`src/rtl/baccarat_round_ctrl.sv`:
```
// Round sequencer for a punto-banco baccarat table: deals the four opening
// cards, applies the player and banker third-card rules from the datapath
// hand totals, then registers the round result and keeps win/tie tallies.
module baccarat_round_ctrl (
    input  logic       slow_clock,
    input  logic       resetb,
    input  logic       start,
    input  logic       card_valid,
    input  logic [3:0] card,
    input  logic [3:0] pscore,
    input  logic [3:0] dscore,
    output logic       card_req,
    output logic       load_pcard1,
    output logic       load_pcard2,
    output logic       load_pcard3,
    output logic       load_dcard1,
    output logic       load_dcard2,
    output logic       load_dcard3,
    output logic       player_win_light,
    output logic       dealer_win_light,
    output logic       busy,
    output logic [7:0] player_wins,
    output logic [7:0] dealer_wins,
    output logic [7:0] ties,
    output logic [3:0] pcard3_val
);

    localparam int unsigned CARD_W  = 4;
    localparam int unsigned TALLY_W = 8;
    localparam logic [TALLY_W-1:0] TALLY_MAX = '1;

    typedef enum logic [3:0] {
        S_IDLE   = 4'd0,
        S_P1     = 4'd1,
        S_D1     = 4'd2,
        S_P2     = 4'd3,
        S_D2     = 4'd4,
        S_EVAL   = 4'd5,
        S_P3     = 4'd6,
        S_EVAL3  = 4'd7,
        S_D3     = 4'd8,
        S_RESULT = 4'd9,
        S_DONE   = 4'd10
    } state_t;

    state_t               r_state;
    state_t               w_next;
    logic [CARD_W-1:0]    w_card_val;
    logic                 w_d3_draw;
    logic                 w_round_start;
    logic                 r_player_light;
    logic                 r_dealer_light;
    logic [TALLY_W-1:0]   r_player_wins;
    logic [TALLY_W-1:0]   r_dealer_wins;
    logic [TALLY_W-1:0]   r_ties;
    logic [CARD_W-1:0]    r_pcard3_val;

    // Baccarat value of the presented card: tens, faces and illegal codes are 0
    assign w_card_val = (card >= CARD_W'(1) && card <= CARD_W'(9)) ? card : '0;

    // A new round may only be launched from an idle or finished table
    assign w_round_start = ((r_state == S_IDLE) || (r_state == S_DONE)) && start;

    // Banker third-card tableau once the player has drawn
    always_comb begin
        w_d3_draw = 1'b0;
        case (dscore)
            4'd0, 4'd1, 4'd2: w_d3_draw = 1'b1;
            4'd3:             w_d3_draw = (r_pcard3_val != CARD_W'(8));
            4'd4:             w_d3_draw = (r_pcard3_val >= CARD_W'(2)) && (r_pcard3_val <= CARD_W'(7));
            4'd5:             w_d3_draw = (r_pcard3_val >= CARD_W'(4)) && (r_pcard3_val <= CARD_W'(7));
            4'd6:             w_d3_draw = (r_pcard3_val >= CARD_W'(6)) && (r_pcard3_val <= CARD_W'(7));
            default:          w_d3_draw = 1'b0;
        endcase
    end

    // State register
    always_ff @(posedge slow_clock) begin
        if (resetb) begin
            r_state <= S_IDLE;
        end else begin
            r_state <= w_next;
        end
    end

    // Next-state decode, card request and same-cycle load strobes
    always_comb begin
        w_next      = r_state;
        card_req    = 1'b0;
        load_pcard1 = 1'b0;
        load_pcard2 = 1'b0;
        load_pcard3 = 1'b0;
        load_dcard1 = 1'b0;
        load_dcard2 = 1'b0;
        load_dcard3 = 1'b0;
        busy        = 1'b1;
        case (r_state)
            S_IDLE, S_DONE: begin
                busy = 1'b0;
                if (start) begin
                    w_next = S_P1;
                end
            end
            S_P1: begin
                card_req    = 1'b1;
                load_pcard1 = card_valid;
                if (card_valid) begin
                    w_next = S_D1;
                end
            end
            S_D1: begin
                card_req    = 1'b1;
                load_dcard1 = card_valid;
                if (card_valid) begin
                    w_next = S_P2;
                end
            end
            S_P2: begin
                card_req    = 1'b1;
                load_pcard2 = card_valid;
                if (card_valid) begin
                    w_next = S_D2;
                end
            end
            S_D2: begin
                card_req    = 1'b1;
                load_dcard2 = card_valid;
                if (card_valid) begin
                    w_next = S_EVAL;
                end
            end
            S_EVAL: begin
                if (pscore >= CARD_W'(8) || dscore >= CARD_W'(8)) begin
                    w_next = S_RESULT;
                end else if (pscore <= CARD_W'(5)) begin
                    w_next = S_P3;
                end else if (dscore <= CARD_W'(5)) begin
                    w_next = S_D3;
                end else begin
                    w_next = S_RESULT;
                end
            end
            S_P3: begin
                card_req    = 1'b1;
                load_pcard3 = card_valid;
                if (card_valid) begin
                    w_next = S_EVAL3;
                end
            end
            S_EVAL3: begin
                w_next = w_d3_draw ? S_D3 : S_RESULT;
            end
            S_D3: begin
                card_req    = 1'b1;
                load_dcard3 = card_valid;
                if (card_valid) begin
                    w_next = S_RESULT;
                end
            end
            S_RESULT: begin
                w_next = S_DONE;
            end
            default: begin
                w_next = S_IDLE;
            end
        endcase
    end

    // Result lights and saturating tallies, cleared when a round is launched
    always_ff @(posedge slow_clock) begin
        if (resetb) begin
            r_player_light <= 1'b0;
            r_dealer_light <= 1'b0;
            r_player_wins  <= '0;
            r_dealer_wins  <= '0;
            r_ties         <= '0;
        end else begin
            if (w_round_start) begin
                r_player_light <= 1'b0;
                r_dealer_light <= 1'b0;
            end
            if (r_state == S_RESULT) begin
                if (pscore > dscore) begin
                    r_player_light <= 1'b1;
                    r_dealer_light <= 1'b0;
                    if (r_player_wins != TALLY_MAX) begin
                        r_player_wins <= r_player_wins + TALLY_W'(1);
                    end
                end else if (pscore < dscore) begin
                    r_player_light <= 1'b0;
                    r_dealer_light <= 1'b1;
                    if (r_dealer_wins != TALLY_MAX) begin
                        r_dealer_wins <= r_dealer_wins + TALLY_W'(1);
                    end
                end else begin
                    r_player_light <= 1'b1;
                    r_dealer_light <= 1'b1;
                    if (r_ties != TALLY_MAX) begin
                        r_ties <= r_ties + TALLY_W'(1);
                    end
                end
            end
        end
    end

    // Player third-card value, kept for the banker decision in EVAL3
    always_ff @(posedge slow_clock) begin
        if (resetb) begin
            r_pcard3_val <= '0;
        end else if (load_pcard3) begin
            r_pcard3_val <= w_card_val;
        end
    end

    assign player_win_light = r_player_light;
    assign dealer_win_light = r_dealer_light;
    assign player_wins      = r_player_wins;
    assign dealer_wins      = r_dealer_wins;
    assign ties             = r_ties;
    assign pcard3_val       = r_pcard3_val;

endmodule

```
`config.mk`:
```
export PLATFORM = sky130hd
export DESIGN_NAME = baccarat_round_ctrl
export DESIGN_NICKNAME = d
export VERILOG_FILES = /design/src/rtl/baccarat_round_ctrl.sv
export SDC_FILE = /design/constraint.sdc
export NUM_CORES = 1
export LEC_CHECK = 0
export CAP_MARGIN = 25
export CORE_MARGIN = 10
export CORE_UTILIZATION = 50
export CTS_BUF_LIST = sky130_fd_sc_hd__clkbuf_8 sky130_fd_sc_hd__clkbuf_16
export DETAILED_ROUTE_END_ITERATION = 8
export PLACE_DENSITY = 0.88
export SLEW_MARGIN = 40
export SYNTH_ARGS = -nofsm -noshare
export SYNTH_HDL_FRONTEND = slang
export SYNTH_SLANG_ARGS = --single-unit
```
`constraint.sdc`:
```
create_clock -name slow_clock -period 6.3 [get_ports slow_clock]
set_clock_uncertainty 0.05 [all_clocks]
set_input_delay 1.26 -clock slow_clock [delete_from_list [all_inputs] [get_ports slow_clock]]
set_output_delay 1.26 -clock slow_clock [all_outputs]
set_load 0.005 [all_outputs]
```
### Yosys cells after proc, flatten, opt, wreduce, memory -nomap -nowiden

Cells that the tools add are included.

| word-level totals | value |
|---|---|
| register bits | 34 |
| output and inout bits | 38 |
| input bits | 16 |
| word-level logic and storage cells | 96 |

| operators by class | value |
|---|---|
| reductions and logical operators | 17 |
| add/sub/neg operators | 3 |
| bitwise gates (word level) | 2 |
| $lt $le $gt $ge | 12 |
| equality and inequality tests | 27 |
| mux-type cells | 28 |

Operator list:

| cell | count |
|---|---|
| 2-to-1 mux 4 bit | 10 |
| case mux 4 bit (10 select lines) | 1 |
| == test 4 x 3 -> 1 bit (second input constant) | 7 |
| adder 8 x 1 -> 8 bit (second input constant) | 3 |
| != test 8 bit (second input constant) | 3 |
| == test 4 x 2 -> 1 bit (second input constant) | 4 |
| 2-to-1 mux 1 bit | 16 |
| != test 2 bit (second input constant) | 7 |
| == test 4 bit (second input constant) | 3 |
| less-or-equal comparator 4 x 3 -> 1 bit (second input constant) | 3 |
| == test 4 x 1 -> 1 bit (second input constant) | 2 |
| >= comparator 4 x 3 -> 1 bit (second input constant) | 2 |
| >= comparator 4 bit (second input constant) | 2 |
| logical NOT 4 bit | 2 |
| AND reduction 4 bit | 2 |
| AND reduction 7 bit | 1 |
| OR reduction 6 bit | 1 |
| logical AND 1 bit | 5 |
| case mux 1 bit (5 select lines) | 1 |
| >= comparator 4 x 1 -> 1 bit (second input constant) | 1 |
| >= comparator 4 x 2 -> 1 bit (second input constant) | 1 |
| greater-than comparator 4 bit | 1 |
| less-or-equal comparator 4 bit (second input constant) | 1 |
| < comparator 4 bit | 1 |
| other kinds (7) | 9 |

### Longest topological paths before layout

Gate-level depths: netlist of the first run.

| depth | value |
|---|---|
| depth in word-level cells | 5 |
| mapped depth | 8 |
| mapped depth without buffers | 7 |

### Least setup slack after synthesis of the first run

Ideal clock, no wire load.

| path | value |
|---|---|
| path kind | input-to-output |
| start point | in card_valid |
| end point | out load_pcard1 |
| buffers on the path | 0 |
| stages on the path | 2 |
| setup slack | 3,162 ps |
| data arrival time | 1,828 ps |
| required time | 4,990 ps |
| cell sequence | or3b_2 -> nor2_1 |

| between the ends | value |
|---|---|
| word-level cells in the longest chain between the ends | 1 |

Ends and longest elaborated chain:

| what | RTL line | RTL |
|---|---|---|
| from (decl) | 8 | `input logic card_valid,` |
| 2-to-1 mux 1 bit | 97 | `case (r_state)` |
| to (decl) | 13 | `output logic load_pcard1,` |

Every way passes these cells.

### Worst setup path after layout of the first run

| path | value |
|---|---|
| start point | in card_valid |
| end point | out load_pcard3 |

| between the ends | value |
|---|---|
| word-level cells in the longest chain between the ends | 1 |

Ends and longest elaborated chain:

| what | RTL line | RTL |
|---|---|---|
| 2-to-1 mux 1 bit | 97 |  |
| to (decl) | 15 | `output logic load_pcard3,` |

Every way passes these cells.

==> metrics.log, run 1 <==
[metrics] final non-filler cell total: between 300 and 400
[metrics] number of buffers inserted for hold repair after clock tree synthesis: 0
[metrics] Detailed Place HPWL: 3908 um
[metrics] # placed instances: 347
[metrics] switching portion of total power: 0.2646
[metrics] Final setup viols: 0
[metrics] count of buffers from port buffering: 53
[metrics] area occupied by multi-input gates: roughly 1300 sq um
[metrics] drt via density: just under 6
[metrics] internal portion of total power: ~0.00037 W
[metrics] leakage power: about 0.88 nW
[metrics] share of flip-flops with an asynchronous set or reset: 0
[metrics] Slowest cell on crit path: clkdlybuf4s50_1
[metrics] number of cell rows: 23
[metrics] sequence of cells on the critical path: clkdlybuf4s50_1 > nand3b_1 > or2_2 > inv_1 > clkdlybuf4s50_1
[metrics] share of final-layout standard cells stronger than drive strength 1: 0.06885
[metrics] number of vias in the routed layout: between 2000 and 2500
[metrics] outcome: finished clean
[metrics] number of max-slew violations in the final report: 0
[metrics] wire length of the first global-routing pass: between 9000 and 10000 um
[metrics] n_diodes: 0
[metrics] Die Y-Extent: ~84 um
[metrics] min Tclk post-route: roughly 4.3 ns
[metrics] worst slack at placement: just over 2 ns
[metrics] Clock Sinks: 34
[metrics] cell at the root of the clock tree: clkbuf_8
[metrics] worst hold path type: reg -> reg
[metrics] Reg clk slew, reported paths: around 0.070 ns
[metrics] share of power burned in the clock network: 0.373
[metrics] number of standard cells after synthesis: approximately 260
[metrics] crit path max fanout: 5
[metrics] post-synth cell types: a little under 50
[metrics] combinational fraction of design power: 0.172
[metrics] initial core utilization: 0.5135
[metrics] I/O pin count: between 50 and 60
[metrics] Routed WL: roughly 5400 um
[metrics] largest voltage drop on the vdd net: ~0.0001 V
[metrics] vias in the first global route: 2053
[metrics] maximum achievable frequency: roughly 230 MHz
[metrics] most used cell along the critical path: clkdlybuf4s50_1
[metrics] setup repair after global routing missed its margin: false
[metrics] register bit total from synthesis: 34
[metrics] total nets after synthesis: 280
[metrics] CP arrival: 2.96 ns
[metrics] die area: 7033 sq um
[metrics] clock tree from TritonCTS: built
[metrics] level count of the clock H-tree: 2
[metrics] share of the clock period used by the worst path: 0.6783
[metrics] clock buffers created by TritonCTS: 5
[metrics] total of fill cells in the finished design: between 300 and 400
[metrics] critical path's top delay family: buffers and inverters
[metrics] placer congestion estimate: between 0.8 and 0.9
[metrics] worst hold-check slack: 0.4303 ns
[metrics] fraction of the yosys area taken by sequential cells: 0.3337
[metrics] leading register cell type out of synthesis: dfxtp_1
[metrics] kind of end point of the critical path: primary output
[metrics] tightest slew margin relative to the limit: 0.4474
[metrics] minimum setup slack in the final design: a little over 2 ns
[metrics] first-iteration detailed-routing DRC count: between 100 and 150
[metrics] residual DRC count: 0
[metrics] die width: between 80 and 90 um
[metrics] clock latency on the worst-skew pair: approximately 0.28 ns
[metrics] P per Cell Area: roughly 190 nW/um^2
[metrics] Buffers & Inverters on Critical Path: 3
[metrics] Syn Std Cell Area: between 2000 and 2500 sq um
[metrics] count of flip-flops with a built-in enable after synthesis: 0
[metrics] Initial DRT Pass Iterations: 5
[metrics] max-cap violations: 0
[metrics] Total Power: approximately 0.00051 W
[metrics] largest net degree at the start of global routing: 40
[metrics] post-cts repair resize count: 0
[metrics] accumulated negative setup slack: 0 ns
[metrics] yosys synthesis warning count: 0
[metrics] Hold Fails Final Rpt: 0
[metrics] Total Routing Usage GR: 0.1522
[metrics] area growth from synthesis to layout: 32.02%
[metrics] Antenna Nets Post-Route: 0
[metrics] number of nets in the final layout: ~330
[metrics] kind of start point of the critical path: primary input
[metrics] per-instance average area after synthesis: slightly below 8 sq um
[metrics] area inside the core boundary: ~4000 sq um
[metrics] switching pwr: about 0.00013 W
[metrics] data required time at the worst endpoint: 4.99 ns
[metrics] critical path type: in -> out
[metrics] number of setup buffers added after CTS: 0
[metrics] remaining global-route overflow: 0
[metrics] Least-Margin Pin Slew: a little over 0.8 ns
[metrics] delay contributed by the slowest stage of the critical path: between 0.5 and 0.6 ns
[metrics] Max Buffers Root-to-Sink: 2
[metrics] area of all sequential standard cells: slightly below 700 sq um
[metrics] part of the total power dissipated in sequential elements: 0.456
[metrics] antenna violations before repair: 0
[metrics] Avg WL per Cell: between 15 and 20 um
[cell usage in the layout, fill, tap and decap left out, drive strengths merged, types with 4 or more instances in the layout]
| master | count |
|---|---|
| a21oi | 30 |
| inv | 11 |
| nor3 | 4 |
| o21ai | 15 |
| nand3 | 13 |
| nor4 | 4 |
| or3 | 6 |
| o31ai | 12 |
| dfxtp | 34 |
| nand3b | 5 |
| nand2 | 21 |
| ha | 7 |
| or4 | 11 |
| mux2 | 5 |
| nor2 | 21 |
| clkbuf | 8 |
| clkdlybuf4s50 | 53 |
| nor2b | 9 |
[per-stage QoR]
| stage | util | area [sq um] |
|---|---|---|
| after floorplan | - | 2039 |
| after global placement | 0.6493 | 2579 |
| after detailed placement | 0.6493 | 2579 |
| after CTS | 0.6771 | 2689 |
| after global routing | 0.6780 | 2693 |
| final | 0.6780 | 2693 |
[worst register-to-register path, cell delays in order (launching register included)]
cell and delay, ns:
dfxtp_1 0.56, nand2b_1 0.19, or2_1 0.29, a211o_1 0.41, nor4_2 0.35, mux2_1 0.36
[state kept, by name (all words and copies together), names as in the netlist]
signal and count:
dealer_win_light 1, dealer_wins 8, pcard3_val 4, player_win_light 1, player_wins 8, r_state 4
ties 8
[final timing paths]
kind / from / endpoint / slack, ns / cells past startpoint
worst min register to register: player_win_light$_SDFFE_PP0P_ / player_win_light$_SDFFE_PP0P_ / 0.43 / 2
worst min-delay path: player_win_light$_SDFFE_PP0P_ / player_win_light$_SDFFE_PP0P_ / 0.43 / 2
worst max-delay path: card_valid / load_pcard3 / 2.03 / 5
worst max register to register: r_state[0]$_SDFFE_PP0P_ / player_wins[5]$_SDFFE_PP0P_ / 3.97 / 5
[cell families after synthesis]
kind of cell	share of synthesized area
AOI/OAI and AO/OA	0.2166
DFF	0.3337
muxes	0.03251
and+or+nand+nor	0.3147
buffers and inverters	0.05030
adders and majority gates	0.04785
xor gates and xnor gates	0.004295
[power groups by stage]
stage,combinational (W),clock [W],sequential [W]
floorplan,0.0000571,0,0.000227
global placement,0.0000839,0,0.000235
detailed placement,0.0000863,0,0.000236
CTS,0.0000868,0.000193,0.000231
global route,0.0000971,0.000200,0.000232
finish,0.0000871,0.000189,0.000231
[final cells by class]
cell class / count / area share
tap: 50 / 0.02323
timing repair buffer: 54 / 0.1998
sequential: 34 / 0.2528
inverter: 11 / 0.01533
multi-input combinational: 198 / 0.4679
clock buffer: 8 / 0.04089
[cells in the mapped netlist, types with 2 or more instances]
library cell,instances,share of area
or3_1,6,0.018
o41ai_1,3,0.013
mux2_1,3,0.017
a21oi_1,30,0.074
inv_1,11,0.020
dfxtp_1,34,0.33
and4_1,3,0.013
or2_2,2,0.0061
nor2_1,21,0.039
a211oi_1,2,0.0074
nand3b_1,5,0.018
o211ai_1,2,0.0074
nor4b_2,2,0.015
o31ai_1,12,0.044
o21ai_0,14,0.034
nor2b_1,9,0.028
nor4_1,3,0.0092
mux2_2,2,0.011
nand2b_1,2,0.0061
clkbuf_1,11,0.020
ha_1,7,0.043
a211o_1,2,0.0086
nor3_1,3,0.0074
nand2_1,21,0.039
nand3_1,13,0.032
or4_1,11,0.040
[per-layer routing]
metal  up-vias  routed length [um]  part of all wire  GRT usage
met4         0                  70             0.013    0.05936
met5         -                   0                 0          0
met3         5                 481             0.090    0.07129
li1       1050                   -                 -          -
met2        48                2352              0.44     0.2341
met1       966                2457              0.46     0.1779
Power figures use the tool's default switching activity.
==> inputs of run 2 (changes only) <==
--- a/config.mk
+++ b/config.mk
@@ -7,10 +7,10 @@
 export LEC_CHECK = 0
 export CAP_MARGIN = 25
 export CORE_MARGIN = 10
-export CORE_UTILIZATION = 50
+export CORE_UTILIZATION = 44
 export CTS_BUF_LIST = sky130_fd_sc_hd__clkbuf_8 sky130_fd_sc_hd__clkbuf_16
 export DETAILED_ROUTE_END_ITERATION = 8
-export PLACE_DENSITY = 0.88
+export PLACE_DENSITY = 0.82
 export SLEW_MARGIN = 40
 export SYNTH_ARGS = -nofsm -noshare
 export SYNTH_HDL_FRONTEND = slang
==> constraint.sdc (replaced) <==
create_clock -name slow_clock -period 3.6 [get_ports slow_clock]
set_clock_uncertainty 0.05 [all_clocks]
set_input_delay 0.72 -clock slow_clock [delete_from_list [all_inputs] [get_ports slow_clock]]
set_output_delay 0.72 -clock slow_clock [all_outputs]
set_load 0.005 [all_outputs]
==> run 2 against run 1 <==
Effect of this change: register-to-register slack worse by 2.7 ns; non-clock buffer count increased by 1; combinational power rose by 75%; total power increased by 60%; hold slack got worse by 0.011 ns; global-route usage fell by 1.7 points; core utilization decreased by 7.5 points; largest cell class unchanged; highest routed layer unchanged.
==> metrics.log, run 2 (synthesis gave the netlist of run 1 again) <==
[metrics] part of the total power dissipated in sequential elements: 0.497 (+0.041)
[metrics] Avg WL per Cell: 14.78 um (-2.2%)
[metrics] Hold Fails Final Rpt: 0 (unchanged)
[metrics] number of buffers inserted for hold repair after clock tree synthesis: 0 (unchanged)
[metrics] Die Y-Extent: 88.08 um (+5.0%)
[metrics] # placed instances: 350 (+0.86%)
[metrics] maximum achievable frequency: ~310 MHz
[metrics] outcome: finished clean
[metrics] share of power burned in the clock network: 0.317 (-0.056)
[metrics] vias in the first global route: 1938 (-5.6%)
[metrics] cell at the root of the clock tree: clkbuf_8
[metrics] I/O pin count: 54 (unchanged)
[metrics] number of setup buffers added after CTS: 0 (unchanged)
[metrics] worst hold path type: reg -> reg
[metrics] final non-filler cell total: 357 (+0.56%)
[metrics] most frequent standard cell in the layout excluding fill and tap cells: clkdlybuf4s50_1
[metrics] accumulated negative setup slack: 0 ns (unchanged)
[metrics] commonest cells after routing, fill and taps aside: clkdlybuf4s50_1 (52), dfxtp_1 (34), a21oi_1 (30)
[metrics] first-iteration detailed-routing DRC count: 135 (+24%)
[metrics] kind of end point of the critical path: primary output
[metrics] tightest slew margin relative to the limit: 0.6383 (+0.1909)
[metrics] switching portion of total power: 0.2786 (+0.01402)
[metrics] placed cell areas: 2584 sq um (+0.19%)
[metrics] min Tclk post-route: 3.201 ns
[metrics] kind of start point of the critical path: primary input
[metrics] setup repair after global routing missed its margin: false
[metrics] antenna violations before repair: 0 (unchanged)
[metrics] largest net degree at the start of global routing: 29 (-28%)
[metrics] post-cts repair resize count: 0 (unchanged)
[metrics] worst hold-check slack: 0.4194 ns (-0.01095 ns)
[metrics] Final setup viols: 0 (unchanged)
[metrics] critical path type: in -> out
[metrics] area inside the core boundary: 4414 sq um (+11%)
[metrics] leakage power: 0.8750 nW (-0.75%)
[metrics] Initial DRT Pass Iterations: 4 (-1)
[metrics] flop2flop setup slack: 1.32 ns (-2.65 ns)
[metrics] drt via density: 5.815 (-0.22%)
[metrics] die width: 88.08 um (+5.0%)
[metrics] max-cap violations: 0 (unchanged)
[metrics] data required time at the worst endpoint: 2.83 ns (-2.16 ns)
[metrics] share of final-layout standard cells stronger than drive strength 1: 0.06557 (-0.003279)
[metrics] Final Cell Area: 2664 sq um (-1.1%)
[metrics] Clock Sinks: 34 (unchanged)
[metrics] n_diodes: 0 (unchanged)
[metrics] P per Cell Area: 305.4 nW/um^2 (+62%)
[metrics] Reg clk slew, reported paths: 0.07 ns (about the same)
[metrics] initial core utilization: 0.4620 (-0.05153)
[metrics] number of nets in the final layout: 328 (+0.31%)
[metrics] level count of the clock H-tree: 2 (unchanged)
[metrics] count of buffers from port buffering: 53 (unchanged)
[metrics] clock tree from TritonCTS: built
[metrics] residual DRC count: 0 (unchanged)
[metrics] internal portion of total power: 0.0005868 W (+57%)
[metrics] Least-Margin Pin Slew: 0.5424 ns (-0.2809 ns)
[metrics] share of the clock period used by the worst path: 0.8892
[metrics] number of cell rows: 24 (+4.3%)
[metrics] number of max-slew violations in the final report: 0 (unchanged)
[metrics] Detailed Place HPWL: 3920 um (+0.30%)
[metrics] switching pwr: 0.0002266 W (+69%)
[metrics] clock latency on the worst-skew pair: 0.29 ns (about the same)
[metrics] Antenna Nets Post-Route: 0 (unchanged)
[metrics] die area: 7758 sq um (+10%)
[metrics] minimum setup slack in the final design: 0.3988 ns (-1.628 ns)
[metrics] worst slack at placement: 0.3918 ns (-1.658 ns)
[metrics] remaining global-route overflow: 0 (unchanged)
[metrics] area growth from synthesis to layout: 30.61%
[metrics] Routed WL: 5275 um (-1.6%)
[metrics] CP arrival: 2.43 ns (-0.53 ns)
[metrics] largest voltage drop on the vdd net: 0.0001629 V (+64%)
[metrics] clock buffers created by TritonCTS: 5 (unchanged)
[metrics] wire length of the first global-routing pass: 8700 um (-6.3%)
[metrics] Total Routing Usage GR: 0.1352 (-0.01699)
[metrics] number of vias in the routed layout: 2076 (+0.34%)
[metrics] Max Buffers Root-to-Sink: 2 (unchanged)
[metrics] placer congestion estimate: 0.8078 (-2.1%)
[metrics] combinational fraction of design power: 0.187 (+0.015)
[metrics] crit path max fanout: 5 (unchanged)
run 2: worst max-delay path: stages:
cell and delay (ns):
clkdlybuf4s50_1 0.56, nand3b_1 0.14, or2_2 0.35, inv_1 0.14, clkdlybuf4s50_1 0.52
run 2: path summary, 6_finish.rpt:
kind,depth (start not counted),to,startpoint
min reg2reg,2,player_win_light$_SDFFE_PP0P_,player_win_light$_SDFFE_PP0P_
min,2,player_win_light$_SDFFE_PP0P_,player_win_light$_SDFFE_PP0P_
max,5,load_pcard3,card_valid
max reg2reg,5,player_wins[7]$_SDFFE_PP0P_,r_state[0]$_SDFFE_PP0P_
run 2: power by group through the flow:
stage / combinational (W) / clock, W / sequential, W
finish: 0.000152 / 0.000258 / 0.000404
global placement: 0.000149 / 0 / 0.000412
detailed placement: 0.000151 / 0 / 0.000412
CTS: 0.000152 / 0.000267 / 0.000404
global route: 0.000167 / 0.000280 / 0.000406
floorplan: 0.0000999 / 0 / 0.000396
run 2: per-stage QoR:
| stage | utilization | total power [W] |
|---|---|---|
| finish | 0.6035 | 0.0008135 |
| global route | 0.6035 | 0.0008529 |
| CTS | 0.6026 | 0.0008222 |
| detailed placement | 0.5853 | 0.0005629 |
| global placement | 0.5865 | 0.0005607 |
| floorplan | - | 0.0004963 |
run 2: final cells by class:
type	count	area (sq um)
well taps	52	65.06
clock buffers	5	68.82
repair buffers	55	540.5
flip-flops and latches	34	680.7
clock inverters	2	7.507
multi-input cells	198	1260
inverters	11	41.29
fillers	391	1750
run 2: per-layer routing:
| layer | GRT usage | share of wire |
|---|---|---|
| met1 | 0.1563 | 0.45 |
| met4 | 0.04993 | 0.013 |
| met5 | 0 | 0 |
| met3 | 0.05664 | 0.082 |
| met2 | 0.2183 | 0.46 |
